File: src/rtl/pipe_skidx_pkg.sv
// -----------------------------------------------------------------------------
// pipe_skidx_pkg
//   Shared definitions for the two-entry skid buffer.
//   The state codes double as the occupancy count presented on occ:
//   EMPTY=0, ONE=1, TWO=2. Code 3 is illegal and recovers to EMPTY.
// -----------------------------------------------------------------------------
package pipe_skidx_pkg;

    localparam logic [1:0] ST_EMPTY = 2'd0;
    localparam logic [1:0] ST_ONE   = 2'd1;
    localparam logic [1:0] ST_TWO   = 2'd2;

    typedef enum logic [1:0] {
        S_EMPTY = ST_EMPTY,
        S_ONE   = ST_ONE,
        S_TWO   = ST_TWO
    } state_e;

endpackage

File: src/rtl/pipe_skid_ctl.sv
// -----------------------------------------------------------------------------
// pipe_skid_ctl
//   Control FSM for the two-entry skid buffer. Tracks how many beats are held
//   and produces the load enables for the datapath registers in the top level.
//   irdy, ovld and occ are registered and decoded from the next state, so
//   neither handshake side sees a combinational path from the other.
// Ports
//   clk      in   clock, rising edge
//   rst      in   synchronous active-high reset
//   flush    in   synchronous clear, same effect as rst
//   ivld     in   upstream beat valid
//   ordy     in   downstream ready
//   irdy     out  registered, buffer can accept a beat
//   ovld     out  registered, main register holds a valid beat
//   occ      out  registered occupancy 0..2
//   ld_main  out  load the main (output) register this cycle
//   sel_skid out  main register loads from skid instead of idat
//   ld_skid  out  load the skid register from idat this cycle
// -----------------------------------------------------------------------------
module pipe_skid_ctl
    import pipe_skidx_pkg::*;
(
    input  logic       clk,
    input  logic       rst,
    input  logic       flush,
    input  logic       ivld,
    input  logic       ordy,
    output logic       irdy,
    output logic       ovld,
    output logic [1:0] occ,
    output logic       ld_main,
    output logic       sel_skid,
    output logic       ld_skid
);

    state_e     state_q, state_d;
    logic       irdy_q, ovld_q;
    logic [1:0] occ_q;
    logic       acc, take;

    // A flush cancels both handshakes of its own cycle.
    assign acc  = ivld & irdy_q & ~flush;
    assign take = ovld_q & ordy & ~flush;

    always_comb begin
        state_d  = state_q;
        ld_main  = 1'b0;
        sel_skid = 1'b0;
        ld_skid  = 1'b0;
        case (state_q)
            S_EMPTY: begin
                if (acc) begin
                    state_d = S_ONE;
                    ld_main = 1'b1;
                end
            end
            S_ONE: begin
                if (acc && !take) begin
                    state_d = S_TWO;
                    ld_skid = 1'b1;
                end else if (acc && take) begin
                    ld_main = 1'b1;
                end else if (take) begin
                    state_d = S_EMPTY;
                end
            end
            S_TWO: begin
                // irdy is low here, so only the drain path exists.
                if (take) begin
                    state_d  = S_ONE;
                    ld_main  = 1'b1;
                    sel_skid = 1'b1;
                end
            end
            default: begin
                state_d = S_EMPTY;
            end
        endcase
    end

    always_ff @(posedge clk) begin
        if (rst || flush) begin
            state_q <= S_EMPTY;
            irdy_q  <= 1'b1;
            ovld_q  <= 1'b0;
            occ_q   <= ST_EMPTY;
        end else begin
            state_q <= state_d;
            irdy_q  <= (state_d != S_TWO);
            ovld_q  <= (state_d != S_EMPTY);
            occ_q   <= state_d;
        end
    end

    assign irdy = irdy_q;
    assign ovld = ovld_q;
    assign occ  = occ_q;

endmodule

File: src/rtl/pipe_skidx.sv
// -----------------------------------------------------------------------------
// pipe_skidx
//   Two-entry valid/ready skid buffer for coefficient streams between datapath
//   stages. Sustains one beat per clock; irdy and all outputs are registered.
//   The main register drives odat directly; the skid register catches the beat
//   that arrives in the cycle the consumer stalls.
// Ports
//   clk    in   clock, rising edge
//   rst    in   synchronous active-high reset
//   flush  in   synchronous clear, drops all held beats
//   ivld   in   upstream beat valid
//   idat   in   upstream beat data [WIDTH]
//   irdy   out  registered, buffer can accept a beat
//   ovld   out  registered, odat holds a valid beat
//   odat   out  registered output data [WIDTH]
//   ordy   in   downstream accepts the beat
//   occ    out  registered occupancy 0..2
// -----------------------------------------------------------------------------
module pipe_skidx
    import pipe_skidx_pkg::*;
#(
    parameter int               WIDTH       = 8,
    parameter logic [WIDTH-1:0] RESET_VALUE = '0
) (
    input  logic             clk,
    input  logic             rst,
    input  logic             flush,
    input  logic             ivld,
    input  logic [WIDTH-1:0] idat,
    output logic             irdy,
    output logic             ovld,
    output logic [WIDTH-1:0] odat,
    input  logic             ordy,
    output logic [1:0]       occ
);

    logic             ld_main, sel_skid, ld_skid;
    logic [WIDTH-1:0] main_q, main_d;
    logic [WIDTH-1:0] skid_q, skid_d;

    pipe_skid_ctl u_ctl (
        .clk      (clk),
        .rst      (rst),
        .flush    (flush),
        .ivld     (ivld),
        .ordy     (ordy),
        .irdy     (irdy),
        .ovld     (ovld),
        .occ      (occ),
        .ld_main  (ld_main),
        .sel_skid (sel_skid),
        .ld_skid  (ld_skid)
    );

    // Main register refills from skid when draining TWO, else from upstream.
    always_comb begin
        main_d = sel_skid ? skid_q : idat;
        skid_d = idat;
    end

    always_ff @(posedge clk) begin
        if (rst || flush) begin
            main_q <= RESET_VALUE;
            skid_q <= RESET_VALUE;
        end else begin
            if (ld_main) main_q <= main_d;
            if (ld_skid) skid_q <= skid_d;
        end
    end

    assign odat = main_q;

endmodule

File: config.mk
export PLATFORM = sky130hd
export DESIGN_NAME = pipe_skidx
export DESIGN_NICKNAME = d
export VERILOG_FILES = /design/src/rtl/pipe_skidx_pkg.sv /design/src/rtl/pipe_skid_ctl.sv /design/src/rtl/pipe_skidx.sv
export SDC_FILE = /design/constraint.sdc
export NUM_CORES = 1
export LEC_CHECK = 0
export BUFFER_PORTS_ARGS = -buffer_cell sky130_fd_sc_hd__buf_2
export CORE_MARGIN = 8
export CORE_UTILIZATION = 51
export DETAILED_ROUTE_END_ITERATION = 10
export PLACE_DENSITY = 0.75
export SYNTH_ARGS = -nofsm -noshare
export SYNTH_HDL_FRONTEND = slang
export SYNTH_SLANG_ARGS = --single-unit
File: constraint.sdc
create_clock -name clk -period 1.45 [get_ports clk]
set_input_delay 0.2175 -clock clk [delete_from_list [all_inputs] [get_ports clk]]
set_output_delay 0.2175 -clock clk [all_outputs]
set_load 0.03 [all_outputs]
==> reports/summary.txt, run 1 <==
largest net degree at the start of global routing = 20
total number of yosys warnings = 0
setup_tns = 0 ps
row count = 16
Required @ worst endpoint = 1660 ps
FF+latch count, synth = 20
Tmin final = 1370 ps
clk slew on worst S/H paths = 120 ps
dominant synthesized flop cell = dfxtp_1
count leader, synth = dfxtp_1
grt ovf = 0
Detailed Route WL = 2630 µm
Worst setup SP type = register
wire per inst = 16.6 µm
area grow syn2layout = 18.7%
CP startpoint = u_ctl.state_q[0]
kind of critical path = reg -> reg
Slew @ Worst Pin = 368 ps
Final Max Tran Viols = 0
LEAKAGE = 0.431 nW
First DRT Iteration DRCs = 41
Post-Synth Simple-Gate Area = 19.3%
Crit-path slowest cell = dfxtp_2
largest family of logic cells by synthesized area = compound AO/OA/AOI/OAI gates
Fmax = 0.732 GHz
initial antenna violation count = 0
pwr dens = 885 nW/µm²
post-synth cell types = 27
Final Skew = 5.52 ps
Rel. slew slack = 75.4%
layout cell share with drive strength beyond 1 = 34.8%
number of synthesized flops with an enable pin = 0
final worst setup slack = 83.3 ps
leading area contributor after synthesis = dfxtp_1
R2R Path Start = u_ctl.state_q[0]
element type at the critical path end = register
hold_ws = 178 ps
Syn Inst Count = 109
Final Hold Viols = 0
Synth top cells by count = dfxtp_1, a21oi_1, a221oi_1
Pwr Total = 1.04 mW
Synth Area in Compound Gates = 32.5%
worst min-delay path category = in -> reg
Post-DP HPWL = 2000 µm
slowest cell delay on critical path = 390 ps
Synth Area in Adders = 0%
Core Region = 1900 µm²
global-route wire length before repair = 4390 µm
hold_sp = idat[0]
Mapped Avg Cell Area = 9.10 µm²
sequential area share after synthesis = 40.4%
share of the synthesized area in the top cell type = 40.4%
RSZ-0062 raised after global routing = no
clock sink count = 20
GP Congestion = 0.895
root buf cell = clkbuf_4
Buf/Inv on CP = 0
buffers added on ports = 24
Synthesized Nets = 122
Ant. Diodes = 0
NumNets Final = 146
mux share of post-synthesis cell area = 0%
Pre-antenna DRT Iters = 4
final worst-path cycle share = 94.3%
worst-path cell chain = a21bo_2 > a22o_2 > a311oi_1
pre-CTS WS = 96.1 ps
GRT Util Overall = 15.4%
DRC viols = 0
worst vdd rail ir drop = 510 µV
share of async-settable or async-resettable flops after synthesis = 0%
via count = 1,002
Post-CTS Setup Inserts = 0
vias in the first global route = 932
DIE AREA = 3610 µm²
Die Y = 60.1 µm
status = finished clean
CTS Buffer Depth = 2
CTS tree = done
CTS HTree Levels = 1
Max Cap Viol = 0
dominant cells by area after synthesis = dfxtp_1, a221oi_1, a311oi_1
initial core utilization = 52.2%
clock latency on the worst-skew pair = 300 ps
DIE WIDTH = 60.1 µm
Synth Area in XOR/XNOR = 0%
CP max FO = 10
vias per cell = 6.30
DRT antenna net count = 0
final setup fails = 0
family with the most delay on the worst path = compound AO/OA/AOI/OAI gates
Synth Cell Area = 992 µm²
TritonCTS buffer count = 3
CP arrival = 1580 ps
I/O pin cnt = 25
cell type report:
class | count | area (µm²)
fill | 173 | 724
tap | 27 | 33.8
sequential | 20 | 404
timing repair buffer | 33 | 188
clock buffer | 4 | 36.3
multi-input combinational | 75 | 515
per-layer routing:
layer,global-route usage (%),up-vias,share of wire (%)
met5,0,-,0
met2,25.2,45,49
li1,-,483,-
met1,19.4,470,41
met4,5.10,0,1.0
met3,3.01,4,8.5
final timing paths:
kind                    end  slack (ps)  cells past startpoint
setup / recovery    odat[6]          80                      3
hold / removal    skid_q[0]         180                      3
setup reg to reg    odat[6]          80                      3
hold reg to reg   skid_q[4]         490                      2
where the power goes:
group / internal [mW] / leakage, nW / total [mW] / switching, mW
Combinational: 0.0558 / 0.248 / 0.141 / 0.0852
Sequential: 0.560 / 0.162 / 0.568 / 0.00734
Clock: 0.153 / 0.0210 / 0.334 / 0.181
placed cells by master, fill, tap and decap left out, drive strengths merged, types with 2 or more instances in the layout:
cell,count
buf,33
a311oi,8
nor3,2
o21ai,8
clkbuf,4
and3b,2
nand3b,2
nand4,8
nand3,8
a221oi,9
dfxtp,20
a21oi,9
o31ai,8
metrics by stage:
step           instances  util [%]  cell area [µm²]
6_report             159      61.9             1180
5_1_grt              159      61.9             1180
3_3_place_gp         155      59.9             1140
4_1_cts              159      61.8             1180
2_1_floorplan        109         -              996
3_5_place_dp         155      59.9             1140
worst register-to-register path, stage by stage, from the launching register on:
cell and delay, ps:
dfxtp_2 390, a21bo_2 300, a22o_2 340, a311oi_1 250
sequential cells by signal, summed over array words and instances (netlist names):
name	cells
u_ctl.state_q	2
odat	8
u_ctl.irdy	1
u_ctl.ovld	1
skid_q	8
kinds of logic after synthesis:
family / Yosys count
AND/OR/NAND/NOR: 30
AO/OA/AOI/OAI: 45
flip-flops: 20
buffers and inverters: 14
what timing repair did:
item	in CTS	in global routing
gates resized for setup	0	1
endpoints found under the setup margin	0	3
hold buffers	0	0
(Power assumes the default switching activity.)
==> run 2: changes to the inputs <==
--- a/config.mk
+++ b/config.mk
@@ -9,7 +9,7 @@
 export CORE_MARGIN = 8
 export CORE_UTILIZATION = 51
 export DETAILED_ROUTE_END_ITERATION = 10
-export PLACE_DENSITY = 0.75
+export PLACE_DENSITY = 0.88
 export SYNTH_ARGS = -nofsm -noshare
 export SYNTH_HDL_FRONTEND = slang
 export SYNTH_SLANG_ARGS = --single-unit
==> run 2 against run 1 <==
  * Critical path depth unchanged
  * Highest routed layer unchanged
  * Maximum frequency is 0.25% lower
  * Design area is 0.64% lower
  * Via count rose by 1.4%
  * Utilization down 0.39 points
  * First-iteration DRC count up 29%
  * Worst setup slack got worse by 3.5 ps
==> reports/summary.txt, run 2 (synthesis gave the netlist of run 1 again) <==
design area = 1170 µm²
initial core utilization = 52.2%
CP arrival = 1570 ps
CTS tree = done
global-route wire length before repair = 4330 µm
grt ovf = 0
via count = 1,016
worst min-delay path category = in -> reg
setup_tns = 0 ps
final worst-path cycle share = 94.5%
buffers added on ports = 24
Reg2Reg Depth = 3
DRT antenna net count = 0
CP max FO = 10
CP startpoint = u_ctl.state_q[0]
Rel. slew slack = 75.7%
GRT Util Overall = 15.4%
clock latency on the worst-skew pair = 290 ps
Fmax = 0.730 GHz
largest net degree at the start of global routing = 18
Ant. Diodes = 0
DIE AREA = 3610 µm²
Core Util, Final = 61.5%
vias per cell = 6.43
CTS HTree Levels = 1
Worst setup SP type = register
layout cell share with drive strength beyond 1 = 35.1%
RSZ-0062 raised after global routing = yes
First DRT Iteration DRCs = 53
DRC viols = 0
r2r endpoint = odat[6]
Pre-antenna DRT Iters = 4
most common cell after layout, fill and taps aside = buf_2
hold buffers post-CTS = 0
root buf cell = clkbuf_4
vias in the first global route = 941
Final Skew = 4.48 ps
NumNets Final = 146
Required @ worst endpoint = 1650 ps
clock sink count = 20
hold_ws = 181 ps
final worst setup slack = 79.8 ps
element type at the critical path end = register
final setup fails = 0
Worst setup endpoint = odat[6]
r2r setup slk = 80 ps
Post-CTS Setup Inserts = 0
initial antenna violation count = 0
Die Y = 60.1 µm
Slew @ Worst Pin = 364 ps
Post-DP HPWL = 1980 µm
Final Hold Viols = 0
pwr dens = 824 nW/µm²
TritonCTS buffer count = 3
row count = 16
Detailed Route WL = 2630 µm
LEAKAGE = 0.425 nW
Max Cap Viol = 0
R2R Path Start = u_ctl.state_q[0]
wire per inst = 16.7 µm
pre-CTS WS = 78.1 ps
area grow syn2layout = 17.9%
Area after DPL = 1140 µm²
status = finished clean
I/O pin cnt = 25
most frequent cells in the layout = buf_2, dfxtp_1, a21oi_1, buf_4
clk slew on worst S/H paths = 110 ps
Tmin final = 1370 ps
DIE WIDTH = 60.1 µm
kind of critical path = reg -> reg
worst vdd rail ir drop = 366 µV
Core Region = 1900 µm²
GP Congestion = 0.846
Final Max Tran Viols = 0
CTS Buffer Depth = 2
run 2: cell count changes in the layout (fill, tap and decap cells not counted):
cell	previous run	this run
clkbuf_8	1	0
a221oi_2	0	1
a221oi_1	9	8
run 2: area by class of cell:
class / count / area, µm²
multi-input cells: 75 / 522
flip-flops and latches: 20 / 404
clock buffers: 3 / 22.5
repair buffers: 33 / 188
well taps: 27 / 33.8
fillers: 149 / 732
run 2: metrics by stage:
step	power (mW)	instances
after floorplan	0.675	109
after global placement	0.715	155
after detailed placement	0.719	155
after CTS	0.968	158
after global routing	1.01	158
final	0.964	158
run 2: timing repair:
item                                   CTS  global route
setup endpoints to repair                0             4
resized for setup                        0             2
endpoints found under the hold margin    0             0
run 2: worst min path at each step:
stage                     depth (start not counted)  slack (ps)      start         to
after floorplan                                   2         370    idat[0]  skid_q[0]
after global placement                            2         460  skid_q[2]  skid_q[2]
after detailed placement                          2         470  skid_q[4]  skid_q[4]
after CTS                                         3         180    idat[6]  skid_q[6]
after global routing                              3         170    idat[6]  skid_q[6]
final                                             3         180    idat[6]  skid_q[6]
run 2: per-layer routing:
metal,vias up,part of all wire (%),GRT usage [%]
li1,485,-,-
met1,466,38,17.3
met2,63,50,26.2
met3,2,10,2.37
met4,0,1.0,9.18
met5,-,0,0
run 2: critical path, cell delays in order, from the launching register on:
cell and delay [ps]:
dfxtp_2 380, a21bo_2 310, a22o_2 330, a311oi_1 250
run 2: where the power goes:
part / leakage [nW] / switching (mW) / internal [mW]
clock: 0.0138 / 0.157 / 0.0966
sequential: 0.162 / 0.00692 / 0.560
combinational: 0.248 / 0.0859 / 0.0569
